**src/rtl/bless_inject_ctrl_pkg.sv**
```systemverilog
// rtl/bless_inject_ctrl_pkg.sv - shared widths, slot classification and popcount for the injection controller
package bless_inject_ctrl_pkg;

  localparam int DATA_WIDTH  = 32;
  localparam int SEQ_FIELD_W = 8;
  localparam int NET_PORTS   = 4;
  localparam int NUM_PORTS   = NET_PORTS + 1;

  typedef enum logic [1:0] {
    SLOT_FREE      = 2'd0,
    SLOT_BLOCKED   = 2'd1,
    SLOT_THROTTLED = 2'd2
  } slot_e;

  function automatic logic [2:0] popcount4(input logic [3:0] v);
    return {2'b00, v[0]} + {2'b00, v[1]} + {2'b00, v[2]} + {2'b00, v[3]};
  endfunction

endpackage

```
**src/rtl/bless_inject_ctrl_if.sv**
```systemverilog
// rtl/bless_inject_ctrl_if.sv - PE/network/router signal bundle of the injection controller
interface bless_inject_ctrl_if
  import bless_inject_ctrl_pkg::*;
#(
  parameter int FLIT_W = DATA_WIDTH,
  parameter int DEPTH  = 4
);
  localparam int CNT_W = $clog2(DEPTH) + 1;

  logic              pe_valid;
  logic              pe_ready;
  logic [FLIT_W-1:0] pe_flit;
  logic [3:0]        nb_valid;
  logic              throttle;
  logic              inj_valid;
  logic [FLIT_W-1:0] inj_flit;
  logic              starve;
  logic [CNT_W-1:0]  occupancy;

  modport master (
    output pe_valid, pe_flit, nb_valid, throttle,
    input  pe_ready, inj_valid, inj_flit, starve, occupancy
  );

  modport slave (
    input  pe_valid, pe_flit, nb_valid, throttle,
    output pe_ready, inj_valid, inj_flit, starve, occupancy
  );

endinterface

```
**src/rtl/bless_inject_ctrl_inj_fifo.sv**
```systemverilog
// rtl/bless_inject_ctrl_inj_fifo.sv - synchronous injection FIFO with fill counter
module inj_fifo #(
  parameter int WIDTH = 32,
  parameter int DEPTH = 4,
  parameter int CNT_W = $clog2(DEPTH) + 1
) (
  input  logic             clk,
  input  logic             reset,
  input  logic             push,
  input  logic [WIDTH-1:0] wdata,
  input  logic             pop,
  output logic [WIDTH-1:0] rdata,
  output logic             full,
  output logic             empty,
  output logic [CNT_W-1:0] count
);
  localparam int AW = $clog2(DEPTH);

  logic [WIDTH-1:0] mem [DEPTH];
  logic [AW-1:0]    wr_ptr;
  logic [AW-1:0]    rd_ptr;
  logic             do_push;
  logic             do_pop;

  assign full    = (count == CNT_W'(DEPTH));
  assign empty   = (count == '0);
  assign do_push = push && !full;
  assign do_pop  = pop && !empty;
  assign rdata   = mem[rd_ptr];

  // Storage carries no reset; occupancy alone decides what is valid.
  always_ff @(posedge clk) begin
    if (do_push) begin
      mem[wr_ptr] <= wdata;
    end
  end

  always_ff @(posedge clk or posedge reset) begin
    if (reset) begin
      wr_ptr <= '0;
      rd_ptr <= '0;
      count  <= '0;
    end else begin
      if (do_push) begin
        wr_ptr <= wr_ptr + AW'(1);
      end
      if (do_pop) begin
        rd_ptr <= rd_ptr + AW'(1);
      end
      case ({do_push, do_pop})
        2'b10:   count <= count + CNT_W'(1);
        2'b01:   count <= count - CNT_W'(1);
        default: count <= count;
      endcase
    end
  end

endmodule

```
**src/rtl/bless_inject_ctrl.sv**
```systemverilog
// rtl/bless_inject_ctrl.sv - BLESS local-port injection scheduler with seq stamping and starvation flag
module bless_inject_ctrl
  import bless_inject_ctrl_pkg::*;
#(
  parameter int FLIT_W     = DATA_WIDTH,
  parameter int SEQ_W      = SEQ_FIELD_W,
  parameter int DEPTH      = 4,
  parameter int STARVE_LIM = 16
) (
  input logic                clk,
  input logic                reset,
  bless_inject_ctrl_if.slave bus
);
  localparam int CNT_W = $clog2(DEPTH) + 1;
  localparam int BLK_W = $clog2(STARVE_LIM + 1);

  logic [FLIT_W-1:0] head;
  logic              full;
  logic              empty;
  logic [CNT_W-1:0]  count;
  logic [2:0]        nb_cnt;
  slot_e             slot;
  logic              push;
  logic              pop;
  logic [SEQ_W-1:0]  seq;
  logic [BLK_W-1:0]  blk_cnt;
  logic [BLK_W-1:0]  blk_next;
  logic              inj_valid_q;
  logic [FLIT_W-1:0] inj_flit_q;
  logic              starve_q;
  logic [FLIT_W-1:0] stamped;

  always_comb begin
    nb_cnt = popcount4(bus.nb_valid);
    if (bus.throttle) begin
      slot = SLOT_THROTTLED;
    end else if (nb_cnt == 3'd4) begin
      slot = SLOT_BLOCKED;
    end else begin
      slot = SLOT_FREE;
    end
  end

  // pe_ready looks only at registered fullness, never at this cycle's pop.
  assign push = bus.pe_valid && !full;
  assign pop  = !empty && (slot == SLOT_FREE);

  assign stamped = {seq, head[FLIT_W-SEQ_W-1:0]};

  always_comb begin
    blk_next = blk_cnt;
    if (empty || pop) begin
      blk_next = '0;
    end else if (slot == SLOT_BLOCKED && blk_cnt != BLK_W'(STARVE_LIM)) begin
      blk_next = blk_cnt + BLK_W'(1);
    end
  end

  inj_fifo #(
    .WIDTH (FLIT_W),
    .DEPTH (DEPTH),
    .CNT_W (CNT_W)
  ) u_fifo (
    .clk   (clk),
    .reset (reset),
    .push  (push),
    .wdata (bus.pe_flit),
    .pop   (pop),
    .rdata (head),
    .full  (full),
    .empty (empty),
    .count (count)
  );

  always_ff @(posedge clk or posedge reset) begin
    if (reset) begin
      inj_valid_q <= 1'b0;
      inj_flit_q  <= '0;
      seq         <= '0;
      blk_cnt     <= '0;
      starve_q    <= 1'b0;
    end else begin
      inj_valid_q <= pop;
      inj_flit_q  <= pop ? stamped : '0;
      if (pop) begin
        seq <= seq + SEQ_W'(1);
      end
      blk_cnt  <= blk_next;
      starve_q <= (blk_next >= BLK_W'(STARVE_LIM));
    end
  end

  assign bus.pe_ready  = !full;
  assign bus.occupancy = count;
  assign bus.inj_valid = inj_valid_q;
  assign bus.inj_flit  = inj_flit_q;
  assign bus.starve    = starve_q;

endmodule

```
**src/flat_wrapper.sv**
```systemverilog
// flat-port wrapper written by rule: the top's interface ports become plain ports
module bless_inject_ctrl_flat import bless_inject_ctrl_pkg::*;
#(
  parameter int FLIT_W     = DATA_WIDTH,
  parameter int SEQ_W      = SEQ_FIELD_W,
  parameter int DEPTH      = 4,
  parameter int STARVE_LIM = 16
)
  (clk, reset, bus_pe_valid, bus_pe_flit, bus_nb_valid, bus_throttle, bus_pe_ready, bus_inj_valid, bus_inj_flit, bus_starve, bus_occupancy);
  bless_inject_ctrl_if #(.FLIT_W(FLIT_W), .DEPTH(DEPTH)) bus_i ();
  input logic clk;
  input logic reset;
  input wire logic [$bits(bus_i.pe_valid)-1:0] bus_pe_valid;
  input wire logic [$bits(bus_i.pe_flit)-1:0] bus_pe_flit;
  input wire logic [$bits(bus_i.nb_valid)-1:0] bus_nb_valid;
  input wire logic [$bits(bus_i.throttle)-1:0] bus_throttle;
  output wire logic [$bits(bus_i.pe_ready)-1:0] bus_pe_ready;
  output wire logic [$bits(bus_i.inj_valid)-1:0] bus_inj_valid;
  output wire logic [$bits(bus_i.inj_flit)-1:0] bus_inj_flit;
  output wire logic [$bits(bus_i.starve)-1:0] bus_starve;
  output wire logic [$bits(bus_i.occupancy)-1:0] bus_occupancy;
  assign bus_i.pe_valid = bus_pe_valid;
  assign bus_i.pe_flit = bus_pe_flit;
  assign bus_i.nb_valid = bus_nb_valid;
  assign bus_i.throttle = bus_throttle;
  assign bus_pe_ready = bus_i.pe_ready;
  assign bus_inj_valid = bus_i.inj_valid;
  assign bus_inj_flit = bus_i.inj_flit;
  assign bus_starve = bus_i.starve;
  assign bus_occupancy = bus_i.occupancy;
  bless_inject_ctrl #(.FLIT_W(FLIT_W), .SEQ_W(SEQ_W), .DEPTH(DEPTH), .STARVE_LIM(STARVE_LIM)) u_core (.clk(clk), .reset(reset), .bus(bus_i));
endmodule
```
**config.mk**
```make
export PLATFORM = sky130hd
export DESIGN_NAME = bless_inject_ctrl_flat
export DESIGN_NICKNAME = d
export VERILOG_FILES = /design/src/rtl/bless_inject_ctrl_pkg.sv /design/src/rtl/bless_inject_ctrl_if.sv /design/src/rtl/bless_inject_ctrl_inj_fifo.sv /design/src/rtl/bless_inject_ctrl.sv /design/src/flat_wrapper.sv
export SDC_FILE = /design/constraint.sdc
export NUM_CORES = 1
export LEC_CHECK = 0
export CAP_MARGIN = 0
export CORE_MARGIN = 2
export CORE_UTILIZATION = 55
export DETAILED_ROUTE_END_ITERATION = 8
export PLACE_DENSITY = 0.78
export SYNTH_ARGS = -nofsm -noshare
export SYNTH_HDL_FRONTEND = slang
export SYNTH_HIERARCHICAL = 1
export SYNTH_SLANG_ARGS = --single-unit
export TNS_END_PERCENT = 5
```
**constraint.sdc**
```tcl
create_clock -name clk -period 3 [get_ports clk]
set_clock_uncertainty 0.1 [all_clocks]
set_input_delay 0.6 -clock clk [delete_from_list [all_inputs] [get_ports clk]]
set_output_delay 0.6 -clock clk [all_outputs]
set_load 0.05 [all_outputs]
```
* Word level (Yosys, flattened, before mapping)
Memory sizes are Yosys's and may differ from the RTL's.
Index checks and enable logic that the tools add are counted.
** Storage, ports and cells
- Register bits after elaboration :: 54
- Memory bits (writable) :: 128
- Input port bits :: 40
- Output and inout bits :: 38
- Word-level logic and storage cells :: 44
- Memories kept :: 1
** Memories
- u_core.u_fifo.mem :: words 4, bits a word 32, read ports 1, clocked after Yosys merged registers in 0, write ports 1, RTL line bless_inject_ctrl_inj_fifo.sv:19 : logic [WIDTH-1:0] mem [DEPTH];
** Operators by class
- $add $sub $neg :: 9
- $lt $le $gt $ge :: 1
- Equal/unequal tests :: 6
- Multiplexer cells :: 8
- Reduce and logical (&&, ||, !) cells :: 11
** Operator list (number)
- 32-bit 2-to-1 mux :: 1
- 5-bit 2-to-1 mux :: 2
- 8-bit by 1-bit adder with 8-bit output (second input constant) :: 1
- 3-bit by 1-bit adder with 3-bit output :: 2
- 3-bit equality test (second input constant) :: 2
- 3-bit one-hot mux with 2 select lines :: 1
- 5-bit by 1-bit adder with 5-bit output (second input constant) :: 1
- 5-bit greater-or-equal comparator (second input constant) :: 1
- 1-bit logical AND :: 5
- 5-bit inequality test (second input constant) :: 1
- 2-bit by 1-bit adder with 2-bit output (second input constant) :: 2
- 2-bit by 1-bit equality test with 1-bit output (second input constant) :: 2
- 3-bit by 1-bit adder with 3-bit output (second input constant) :: 1
- 3-bit zero test :: 1
- 1-bit 2-to-1 mux :: 3
- 3-bit by 1-bit subtractor with 3-bit output (second input constant) :: 1
- 1-bit by 1-bit adder with 2-bit output :: 1
- 2-bit equality test (second input constant) :: 1
- 1-bit zero test :: 2
- 2-bit zero test :: 1
- 2-bit 2-to-1 mux :: 1
- 2-bit nonzero test :: 1
- 1-bit logical OR :: 1

* Depth between registers and ports, before layout
Gate-level depths: netlist of the first run.
- Word-level depth :: 11
- Depth in mapped cells :: 13
- Mapped depth without buffers :: 12

* Hierarchy
The synthesis of the first run kept the hierarchy.
** By module, submodules not included
- inj_fifo :: instances 1, cells each 206, area an instance 5094.9 sq um, sequential area each 4018.9 sq um
- bless_inject_ctrl :: instances 1, cells each 139, area an instance 1798.0 sq um, sequential area each 1151.1 sq um

* Worst setup path before layout of the first run
OpenSTA, ideal clock, no wires.
- Path kind :: input -> register
- Start point :: in bus_nb_valid[0]
- End point :: reg u_core.u_fifo.count[2]
- Library setup time :: 0.082 ns
- Arrival time :: 3.454 ns
- Data required time :: 2.818 ns
- Slack :: -0.636 ns
- Cell stages on the path :: 13
- Path buffers :: 1
- Path through :: fa_1 > ha_1 > ha_1 > nor3b_1 > nor3_1 > buf_2 > o31a_1 > ha_1 > inv_1 > fa_1 > xor2_1 > nor2_1 > xor2_1
** Between the ends
- Word-level cells in the longest chain between the ends :: 11
- Elaborated cells between the ends (all ways) :: 13
- Those cells by class :: 3 x add/sub; 3 x eq/ne; 3 x mux; 4 x reduce/logical
** RTL lines
- from (decl) :: RTL line flat_wrapper.sv:15 : input wire logic [$bits(bus_i.nb_valid)-1:0] bus_nb_valid;
- 1-bit by 1-bit adder with 2-bit output (*) :: RTL line bless_inject_ctrl_pkg.sv:16 : return {2'b00, v[0]} + {2'b00, v[1]} + {2'b00, v[2]} + {2'b00, v[3]};
- 3-bit by 1-bit adder with 3-bit output (*) (2 in series) :: RTL line bless_inject_ctrl_pkg.sv:16
- 3-bit equality test (*) :: RTL line bless_inject_ctrl.sv:37 : end else if (nb_cnt == 3'd4) begin
- 1-bit 2-to-1 mux (*) :: RTL line bless_inject_ctrl.sv:37
- 2-bit 2-to-1 mux (*) :: RTL line bless_inject_ctrl.sv:35 : if (bus.throttle) begin
- 2-bit zero test (*) :: RTL line bless_inject_ctrl.sv:46 : assign pop = !empty && (slot == SLOT_FREE);
- 1-bit logical AND (*) :: RTL line bless_inject_ctrl.sv:46
- net u_core.pop :: RTL line bless_inject_ctrl.sv:24 : logic pop;
- 1-bit logical AND (*) :: RTL line bless_inject_ctrl_inj_fifo.sv:28 : assign do_pop = pop && !empty;
- net u_core.u_fifo.do_pop :: RTL line bless_inject_ctrl_inj_fifo.sv:23 : logic do_pop;
- 2-bit by 1-bit equality test with 1-bit output / 2-bit equality test (equally long branches) :: RTL line bless_inject_ctrl_inj_fifo.sv:50 : case ({do_push, do_pop})
- 3-bit one-hot mux with 2 select lines / 2-bit nonzero test (equally long branches)
- to (signal assigned) :: RTL line bless_inject_ctrl_inj_fifo.sv:51 : 2'b10: count <= count + CNT_W'(1);
- to (signal assigned) :: RTL line bless_inject_ctrl_inj_fifo.sv:52 : 2'b01: count <= count - CNT_W'(1);
- to (signal assigned) :: RTL line bless_inject_ctrl_inj_fifo.sv:53 : default: count <= count;
- to (decl) :: RTL line bless_inject_ctrl_inj_fifo.sv:15 : output logic [CNT_W-1:0] count
Mark *: on every way through the listed nets, which the timed path passes. The rest lies on a longest branch.
A chain may end at the register's enable or synchronous reset.

* Worst setup path in the final report of the first run
- Start point :: in bus_nb_valid[1]
- End point :: reg u_core.u_fifo.count[2]
** Between the ends
- Word-level cells in the longest chain between the ends :: 11
- Elaborated cells between the ends (all ways) :: 13
- Those cells by class :: 3 x add/sub; 3 x eq/ne; 3 x mux; 4 x reduce/logical
** RTL lines (RTL line)
- 1-bit by 1-bit adder with 2-bit output (*) :: bless_inject_ctrl_pkg.sv:16
- 3-bit by 1-bit adder with 3-bit output (*) (2 in series) :: bless_inject_ctrl_pkg.sv:16
- 3-bit equality test (*) :: bless_inject_ctrl.sv:37
- 1-bit 2-to-1 mux (*) :: bless_inject_ctrl.sv:37
- 2-bit 2-to-1 mux (*) :: bless_inject_ctrl.sv:35
- 2-bit zero test (*) :: bless_inject_ctrl.sv:46
- 1-bit logical AND (*) :: bless_inject_ctrl.sv:46
- 1-bit logical AND (*) :: bless_inject_ctrl_inj_fifo.sv:28
- net u_core.u_fifo.do_pop :: bless_inject_ctrl_inj_fifo.sv:23
- 2-bit by 1-bit equality test with 1-bit output / 2-bit equality test (equally long branches) :: bless_inject_ctrl_inj_fifo.sv:50
- 3-bit one-hot mux with 2 select lines / 2-bit nonzero test (equally long branches)
Marks and branches as above.

==> metrics.yaml, run 1 <==
finish:
  layout_commonest_cell: "edfxtp_1"
  n_antenna_cell: 0
  stdcell_count: 558
  fin_nets: 461
  synthToLayoutAreaGrowth_pct: 27.8
  final_cell_mix: "edfxtp_1 (96), clkdlybuf4s50_1 (66), dfrtp_1 (52), and2_1 (36), buf_4 (30)"
  drive_above_1_share_pct: 22.5
  design_area_um2: 7350
flow_run:
  maxCapViolations: 0
timing:
  setup_slack_ns: 0.0798
  tightest_slew_ns: 0.836
  finalHoldViolCount: 0
  fin_crit_sh_pct: 97.3
  max_slew_margin_pct: 44.3
  finalSetupViolCount: 0
  timing.fmax_mhz: 342
  fin_crit_ns: 2.92
  final_max_slew_viol_count: 0
critical_path:
  cp_slowest_cell: "fa_1"
  startpoint_type: "input port"
  end_kind: "register"
  worstPathCellList: "clkdlybuf4s15_1 > fa_1 > ha_2 > ha_4 > nor3b_4 > nor3_4 > o31a_1 > ha_2 > inv_2 > fa_2 > xor2_1 > nor2_1 > xor2_1"
  max_stage_delay_ns: 0.46
  cp_top_family: "adder cells"
  worstPathArrival_ns: 3.26
  crit_fanout: 2
  required_ns: 3.34
  crit_buf_inv: 2
  crit_type: "input port to register"
clock_network:
  htreeDepth: 4
  clockBufferDepth: 2
  postCtsHoldBufs: 0
  cts_sinks: 149
  cts-root-buf: "clkbuf_8"
  clk_pin_slew_ns: 0.06
  clk_latency_ns: 0.52
  cts_tree: "built"
  cts_made_buffers: 17
route:
  vias_per_cell: 5.37
  vias: 2996
  wirelength_um: 10300
  first_iter_violations: 141
  first_pass_iters: 4
  ant_nets: 0
  wl_per_cell_um: 18.5
  drc_errors: 0
pwr:
  p_seq_share_pct: 40.2
  p_int_mw: 5.07
  power_switching_share_pct: 32.9
  pwr-share-clk_pct: 27.0
  leakage_nw: 2.78
  p_per_area_nw_per_um2: 1030
  pwr-share-comb_pct: 32.8
  p_sw_mw: 2.48
  ir_drop_mv: 0.538
place:
  dpl_cell_area_um2: 6700
  hpwl_um: 6060
  place.gp.congestion: 0.776
  pre_cts_ws_ns: -0.778
  dp_cells: 518
  port_buffers: 69
status:
  status: "complete, no violations"
global_routing:
  grt_pass1_wl_um: 16300
  antenna_found_initial: 0
  grt_pass1_vias: 3102
  grt_max_degree: 36
  overflow: 0
  grt_usage_pct: 20.2
floorplan:
  die_y_um: 106
  core_area_um2: 10200
  die_w_um: 106
  initial_utilization_pct: 56.2
  std_cell_rows: 37
  pin_count: 78
  dieArea_um2: 11300
yosys:
  syn_inst: 305
  avgSynthCellArea_um2: 18.9
  yosysWarnings: 6
  synth_area_um2: 5750
  synthesis.nets: 357
worst_hold_path:
  min_path_type: "input port to async pin"
==> metrics by stage <==
stage	setup TNS (ns)	total power, mW	util [%]	hold WS [ns]
floorplan	-0.780	4.75	-	0.303
global placement	-6.34	5.40	65.4	0.353
detailed placement	-8.02	5.47	65.4	0.355
CTS	0	7.58	71.6	0.263
global route	-0.0160	7.89	71.8	0.284
finish	0	7.56	71.8	0.271
==> power by group through the flow <==
stage	Clock (mW)	Sequential (mW)	Combinational, mW
floorplan	0	3.58	1.17
global placement	0	3.04	2.36
detailed placement	0	3.07	2.40
CTS	2.07	3.05	2.46
global route	2.17	3.10	2.62
finish	2.04	3.04	2.48
==> worst reg2reg max path: stages (launching register included) <==
cell and delay [ns]:
dfrtp_1 0.46, nor3_1 0.43, nor3_4 0.09, buf_4 0.14, buf_4 0.12, buf_4 0.12, buf_4 0.12, buf_4 0.12
buf_4 0.23, mux2_2 0.31
==> repair_timing <==
item / 4_1_cts / 5_1_grt
setup endpoints to repair: 2 / 2
resized for setup: 4 / 6
pin swaps: 6 / 9
setup buffers: 6 / 3
==> routing by layer <==
layer	GRT usage, %	share of wire, %	up-vias
met5	0	0	-
met4	9.30	2.4	0
met3	6.01	5.3	25
met2	33.5	53	95
met1	24.6	40	1523
li1	-	-	1353
==> final cells by class <==
cell class / count / area (um^2)
flip-flops and latches: 149 / 4210
fillers: 619 / 2880
multi-input cells: 131 / 1430
repair buffers: 99 / 911
clock buffers: 23 / 500
well taps: 136 / 170
clock inverters: 9 / 88.8
inverters: 11 / 41.3
==> worst paths after layout <==
path / slack (ns) / end / startpoint / cells after the start
setup reg to reg: 0.65 / u_core/seq[1] / u_core/u_fifo/count[0] / 9
setup / recovery: 0.08 / u_core/u_fifo/count[2] / bus_nb_valid[1] / 13
hold reg to reg: 0.37 / u_core/seq[7] / u_core/seq[7] / 1
min in group clk: 0.37 / u_core/seq[7] / u_core/seq[7] / 1
max in group asynchronous: 1.76 / u_core/bus.inj_flit[19] / reset / 3
hold / removal: 0.27 / u_core/u_fifo/count[0] / reset / 2
==> registers in the layout, indices dropped and copies added, names as in the netlist <==
name                  count
u_core/blk_cnt            5
u_core/bus.inj_flit      32
u_core/bus.inj_valid      1
u_core/seq                8
u_core/u_fifo/count       3
u_core/u_fifo/mem        96
u_core/u_fifo/rd_ptr      2
u_core/u_fifo/wr_ptr      2
Note: power is estimated with default switching activity, not from simulation.
==> run 2: changes to the inputs <==
--- a/config.mk
+++ b/config.mk
@@ -9,6 +9,8 @@
 export CORE_MARGIN = 2
 export CORE_UTILIZATION = 55
 export DETAILED_ROUTE_END_ITERATION = 8
+export GPL_TIMING_DRIVEN = 1
+export HOLD_SLACK_MARGIN = 0.08
 export PLACE_DENSITY = 0.78
 export SYNTH_ARGS = -nofsm -noshare
 export SYNTH_HDL_FRONTEND = slang
==> results of run 2 <==
Same layout as run 1: the final DEF is identical, and so are final timing and power.
==> patch 1: new RTL, config.mk and constraints of run 1 <==
Set the package constant `DATA_WIDTH` to 48 (it was 32).
--- a/src/rtl/bless_inject_ctrl_pkg.sv
+++ b/src/rtl/bless_inject_ctrl_pkg.sv
@@ -1,7 +1,7 @@
 // rtl/bless_inject_ctrl_pkg.sv - shared widths, slot classification and popcount for the injection controller
 package bless_inject_ctrl_pkg;
 
-  localparam int DATA_WIDTH  = 32;
+  localparam int DATA_WIDTH  = 48;
   localparam int SEQ_FIELD_W = 8;
   localparam int NET_PORTS   = 4;
   localparam int NUM_PORTS   = NET_PORTS + 1;
Ports: changed (resized bus_inj_flit and bus_pe_flit); port bits go from 78 to 110. No check against the original RTL was run, so the function may have changed too.
==> patch 1 against run 1 <==
Combinational power rose by 36%. Synthesized area rose by 49%. Sequential cell count rose by 80. Routed wire length rose by 40%. Setup slack improved by 0.029 ns. Total power rose by 41%. Die area rose by 47%. Final area rose by 43%. Count of clock-buffer cells in the layout rose by 12. Core utilization fell by 2.6 points. Critical endpoint unchanged.
==> patch 1: results (changes against run 1) <==
set qor(hold_class) {in2async}
set qor(clkLatencyLatePin_ns) 0.49 ;# -0.03 ns
set qor(filler_cells_inserted) 947 ;# +53%
set qor(largest_register_ffs) 160 ;# +67%
set qor(finalHoldViolations) 0 ;# unchanged
set qor(top_register) {u_core/u_fifo/mem}
set qor(critical_path.max_fanout) 2 ;# unchanged
set qor(grt_remaining_overflow) 0 ;# unchanged
set qor(synth_fp_nets) 480 ;# +34%
set qor(setup_viol) 0 ;# unchanged
set qor(routability_congestion) 0.7212 ;# -7.1%
set qor(detailedPlacementHpwl_um) 8475 ;# +40%
set qor(first_global_vias) 4353 ;# +40%
set qor(antenna_found_initial) 0 ;# unchanged
set qor(crit_path_start_kind) {input pin}
set qor(synth_area_per_cell_um2) 20.74 ;# +10%
set qor(drive_gt1_share_pct) 19.64 ;# -2.9 points
set qor(crit_path_arrival_time_ns) 3.20 ;# -0.06 ns
set qor(wire_per_inst_um) 19.49 ;# +5.3%
set qor(number_of_buffers_on_the_longest_clock_path) 3 ;# +1
set qor(maximum_number_of_pins_on_one_net_before_global_route_repair) 58 ;# +61%
set qor(vdd_ir_drop_max_mv) 0.6406 ;# +19%
set qor(port_buffers) 101 ;# +46%
set qor(power_leakage_nw) 3.846 ;# +38%
set qor(clock_tree.root_cell) {clkbuf_16}
set qor(cts_buffers) 22 ;# +5
set qor(clk_pin_slew_ns) 0.06 ;# about the same
set qor(htree_levels) 1 ;# -3
set qor(outcome) {finished, final reports clean}
set qor(nNetsFinal) 607 ;# +32%
set qor(number_of_warnings_reported_in_the_yosys_synthesis_log) 6 ;# unchanged
set qor(global_routing_usage_summed_across_all_routing_layers_pct) 18.36 ;# -1.8 points
set qor(n_antenna_cell) 0 ;# unchanged
set qor(route.vias.total) 4034 ;# +35%
set qor(max-slew-margin-rel_pct) 43.47 ;# -0.79 points
set qor(cts_hold_buffers) 0 ;# unchanged
set qor(place_inst) 700 ;# +35%
set qor(number_of_optimization_iterations_in_the_first_detailed_route_pass) 4 ;# unchanged
set qor(drt-initial-drc-count) 217 ;# +54%
set qor(grt_pass1_wl_um) 23050 ;# +41%
set qor(layout.cells.non_filler) 743 ;# +33%
==> patch 1: metrics by stage <==
step	setup TNS [ns]	hold WS [ns]	cell area, um^2	util (%)	worst slack (ns)
finish	0	0.3270	10530	69.27	0.1090
global route	-0.009464	0.3475	10530	69.27	-0.009464
CTS	0	0.3301	10520	69.22	0.1726
detailed placement	-13.29	0.3801	9819	64.59	-0.6247
global placement	-9.898	0.3530	9819	64.59	-0.5483
floorplan	-0.7296	0.3034	8564	-	-0.4218
==> patch 1: final timing paths <==
path                                          endpoint  slack, ns                   start  cells past startpoint
worst min-delay path            u_core/u_fifo/count[2]       0.33                   reset                      2
worst max register to register  u_core/u_fifo/count[2]       0.63  u_core/u_fifo/count[0]                     10
worst min register to register           u_core/seq[6]       0.38           u_core/seq[6]                      1
worst max-delay path            u_core/u_fifo/count[2]       0.11         bus_nb_valid[3]                     13
min in group clk                         u_core/seq[6]       0.38           u_core/seq[6]                      1
max in group asynchronous       u_core/bus.inj_flit[5]       1.78                   reset                      3
==> patch 1: where the power goes <==
| group | switching, mW | leakage (nW) | total, mW | internal (mW) |
|---|---|---|---|---|
| logic | 1.88 | 1.15 | 3.37 | 1.49 |
| registers | 0.491 | 2.35 | 4.71 | 4.22 |
| clock network | 1.07 | 0.340 | 2.59 | 1.53 |
==> patch 1: repair_timing <==
action | in CTS | in global routing
resized for setup | 3 | 0
hold endpoints to repair | 0 | 0
pin swaps | 5 | 3
setup buffers | 2 | 1
setup endpoints to repair | 1 | 1
==> patch 1: area by class of cell <==
class,count,area [um^2],share of cell area [%]
flip-flops and latches,229,6536,62.07
well taps,188,235.2,2.234
clock buffers,35,670.6,6.369
repair buffers,120,1200,11.39
inverters,11,42.54,0.4040
multi-input cells,155,1824,17.32
clock inverters,5,21.27,0.2020
==> patch 1: critical path, stage by stage <==
cell	delay (ns)
dlygate4sd2_1	0.25
fa_1	0.51
ha_2	0.21
ha_4	0.27
nor3b_2	0.05
nor3_4	0.12
o31a_1	0.20
ha_2	0.19
inv_1	0.05
fa_2	0.33
xor2_1	0.15
nor2_1	0.12
xor2_1	0.15
==> patch 1: per-layer routing <==
layer,GRT usage (%),up-vias,wire (um)
li1,-,1813,-
met2,31.40,112,7332
met5,0,-,0
met3,4.116,25,815
met4,4.668,0,223
met1,24.34,2084,6109
==> patch 2: new RTL, config.mk and constraints of run 1 <==
Without the edit above. Reset style: synchronous (`reset`), changed in 2 clocked blocks.
--- a/src/rtl/bless_inject_ctrl_inj_fifo.sv
+++ b/src/rtl/bless_inject_ctrl_inj_fifo.sv
@@ -35,7 +35,7 @@
     end
   end
 
-  always_ff @(posedge clk or posedge reset) begin
+  always_ff @(posedge clk) begin
     if (reset) begin
       wr_ptr <= '0;
       rd_ptr <= '0;
--- a/src/rtl/bless_inject_ctrl.sv
+++ b/src/rtl/bless_inject_ctrl.sv
@@ -72,7 +72,7 @@
     .count (count)
   );
 
-  always_ff @(posedge clk or posedge reset) begin
+  always_ff @(posedge clk) begin
     if (reset) begin
       inj_valid_q <= 1'b0;
       inj_flit_q  <= '0;
Formal check against the unedited RTL: differs if reset is asserted again (counterexample within 4 cycles, from zero or initial values and one cycle with reset high); with reset held inactive, the same outputs for 10 cycles.
==> patch 2 against run 1 <==
Critical path depth increased by 1. Maximum frequency increased by 0.63%. Routed wire length decreased by 3.0%. Cell count increased by 3.0%. Final area decreased by 2.5%. Count of clock-buffer cells in the layout increased by 1. Sequential cell count increased by 2. Setup slack improved by 0.018 ns. First-iteration DRC count increased by 17%. Synthesized area decreased by 2.1%. Critical endpoint is now u_core/u_fifo/count[2]. Highest routed layer unchanged.
Power is not compared: it rests on default switching activity, and its combinational part moved more than twofold at a synthesized area within 25%.
==> patch 2: results (changes against run 1) <==
set qor(maximum_number_of_pins_on_one_net_before_global_route_repair) 25 ;# -31%
set qor(clock_buffer_count) 24 ;# +4.3%
set qor(drive_gt1_share_pct) 20.59 ;# -1.9 points
set qor(detailedPlacementHpwl_um) 6066 ;# +0.12%
set qor(outcome) {finished, final reports clean}
set qor(drt-initial-drc-count) 165 ;# +17%
set qor(synth_fp_nets) 389 ;# +9.0%
set qor(filler_cells_inserted) 617 ;# -0.32%
set qor(max_incr_delay_on_cp_ns) 0.43 ;# -0.03 ns
set qor(whs_ns) 0.3960 ;# +0.1252 ns
set qor(max-slew-margin-rel_pct) 52.65 ;# +8.4 points
set qor(timing.reg2reg.setup_slack_ns) 0.38 ;# -0.27 ns
set qor(routability_congestion) 0.7769 ;# about the same
set qor(bufAreaShareNonClock_pct) 11.95 ;# -0.44 points
set qor(ff_latch_area_mm2) 0.003985 ;# -5.3%
set qor(wire_per_inst_um) 17.42 ;# -5.9%
set qor(buffers_excl_clock) 88 ;# -11%
set qor(clock_sinks) 151 ;# +1.3%
set qor(clock_tree.root_cell) {clkbuf_8}
set qor(nNetsFinal) 481 ;# +4.3%
set qor(hold_class) {reg2reg}
set qor(inverters) 12 ;# +1
set qor(first_global_vias) 3241 ;# +4.5%
set qor(route.vias.total) 3094 ;# +3.3%
set qor(grt_pass1_wl_um) 16010 ;# -1.9%
set qor(global_routing_usage_summed_across_all_routing_layers_pct) 19.41 ;# -0.79 points
set qor(reg2reg_from) {u_core/u_fifo/count[0]}
set qor(capture_point_of_the_worst_reg_to_reg_path) {u_core/u_fifo/count[2]}
set qor(area_share_clock_buf_inv_pct) 8.061 ;# +0.044 points
-- patch 2: per-layer routing --
layer / up-vias / global-route usage [%] / part of all wire (%)
met2: 95 / 33.44 / 55
li1: 1449 / - / -
met4: 0 / 7.429 / 1.5
met3: 19 / 5.614 / 4.6
met1: 1531 / 23.09 / 39
met5: - / 0 / 0
-- patch 2: metrics by stage --
stage	setup slack [ns]	instance area (um^2)	setup TNS [ns]	total power [mW]	cells
floorplan	-0.2481	5683	-0.4572	3.362	337
global placement	-0.5634	6583	-8.633	3.671	542
detailed placement	-0.6540	6583	-11.34	3.712	542
CTS	0.02893	7171	0	5.748	575
global route	0.01458	7171	0	5.941	575
finish	0.09799	7171	0	5.686	575
-- patch 2: repair_timing --
action	in CTS	in global routing
resized for setup	7	0
hold endpoints to repair	0	0
pin swaps	9	3
hold buffers	0	0
endpoints found under the setup margin	1	1
buffers inserted	1	0
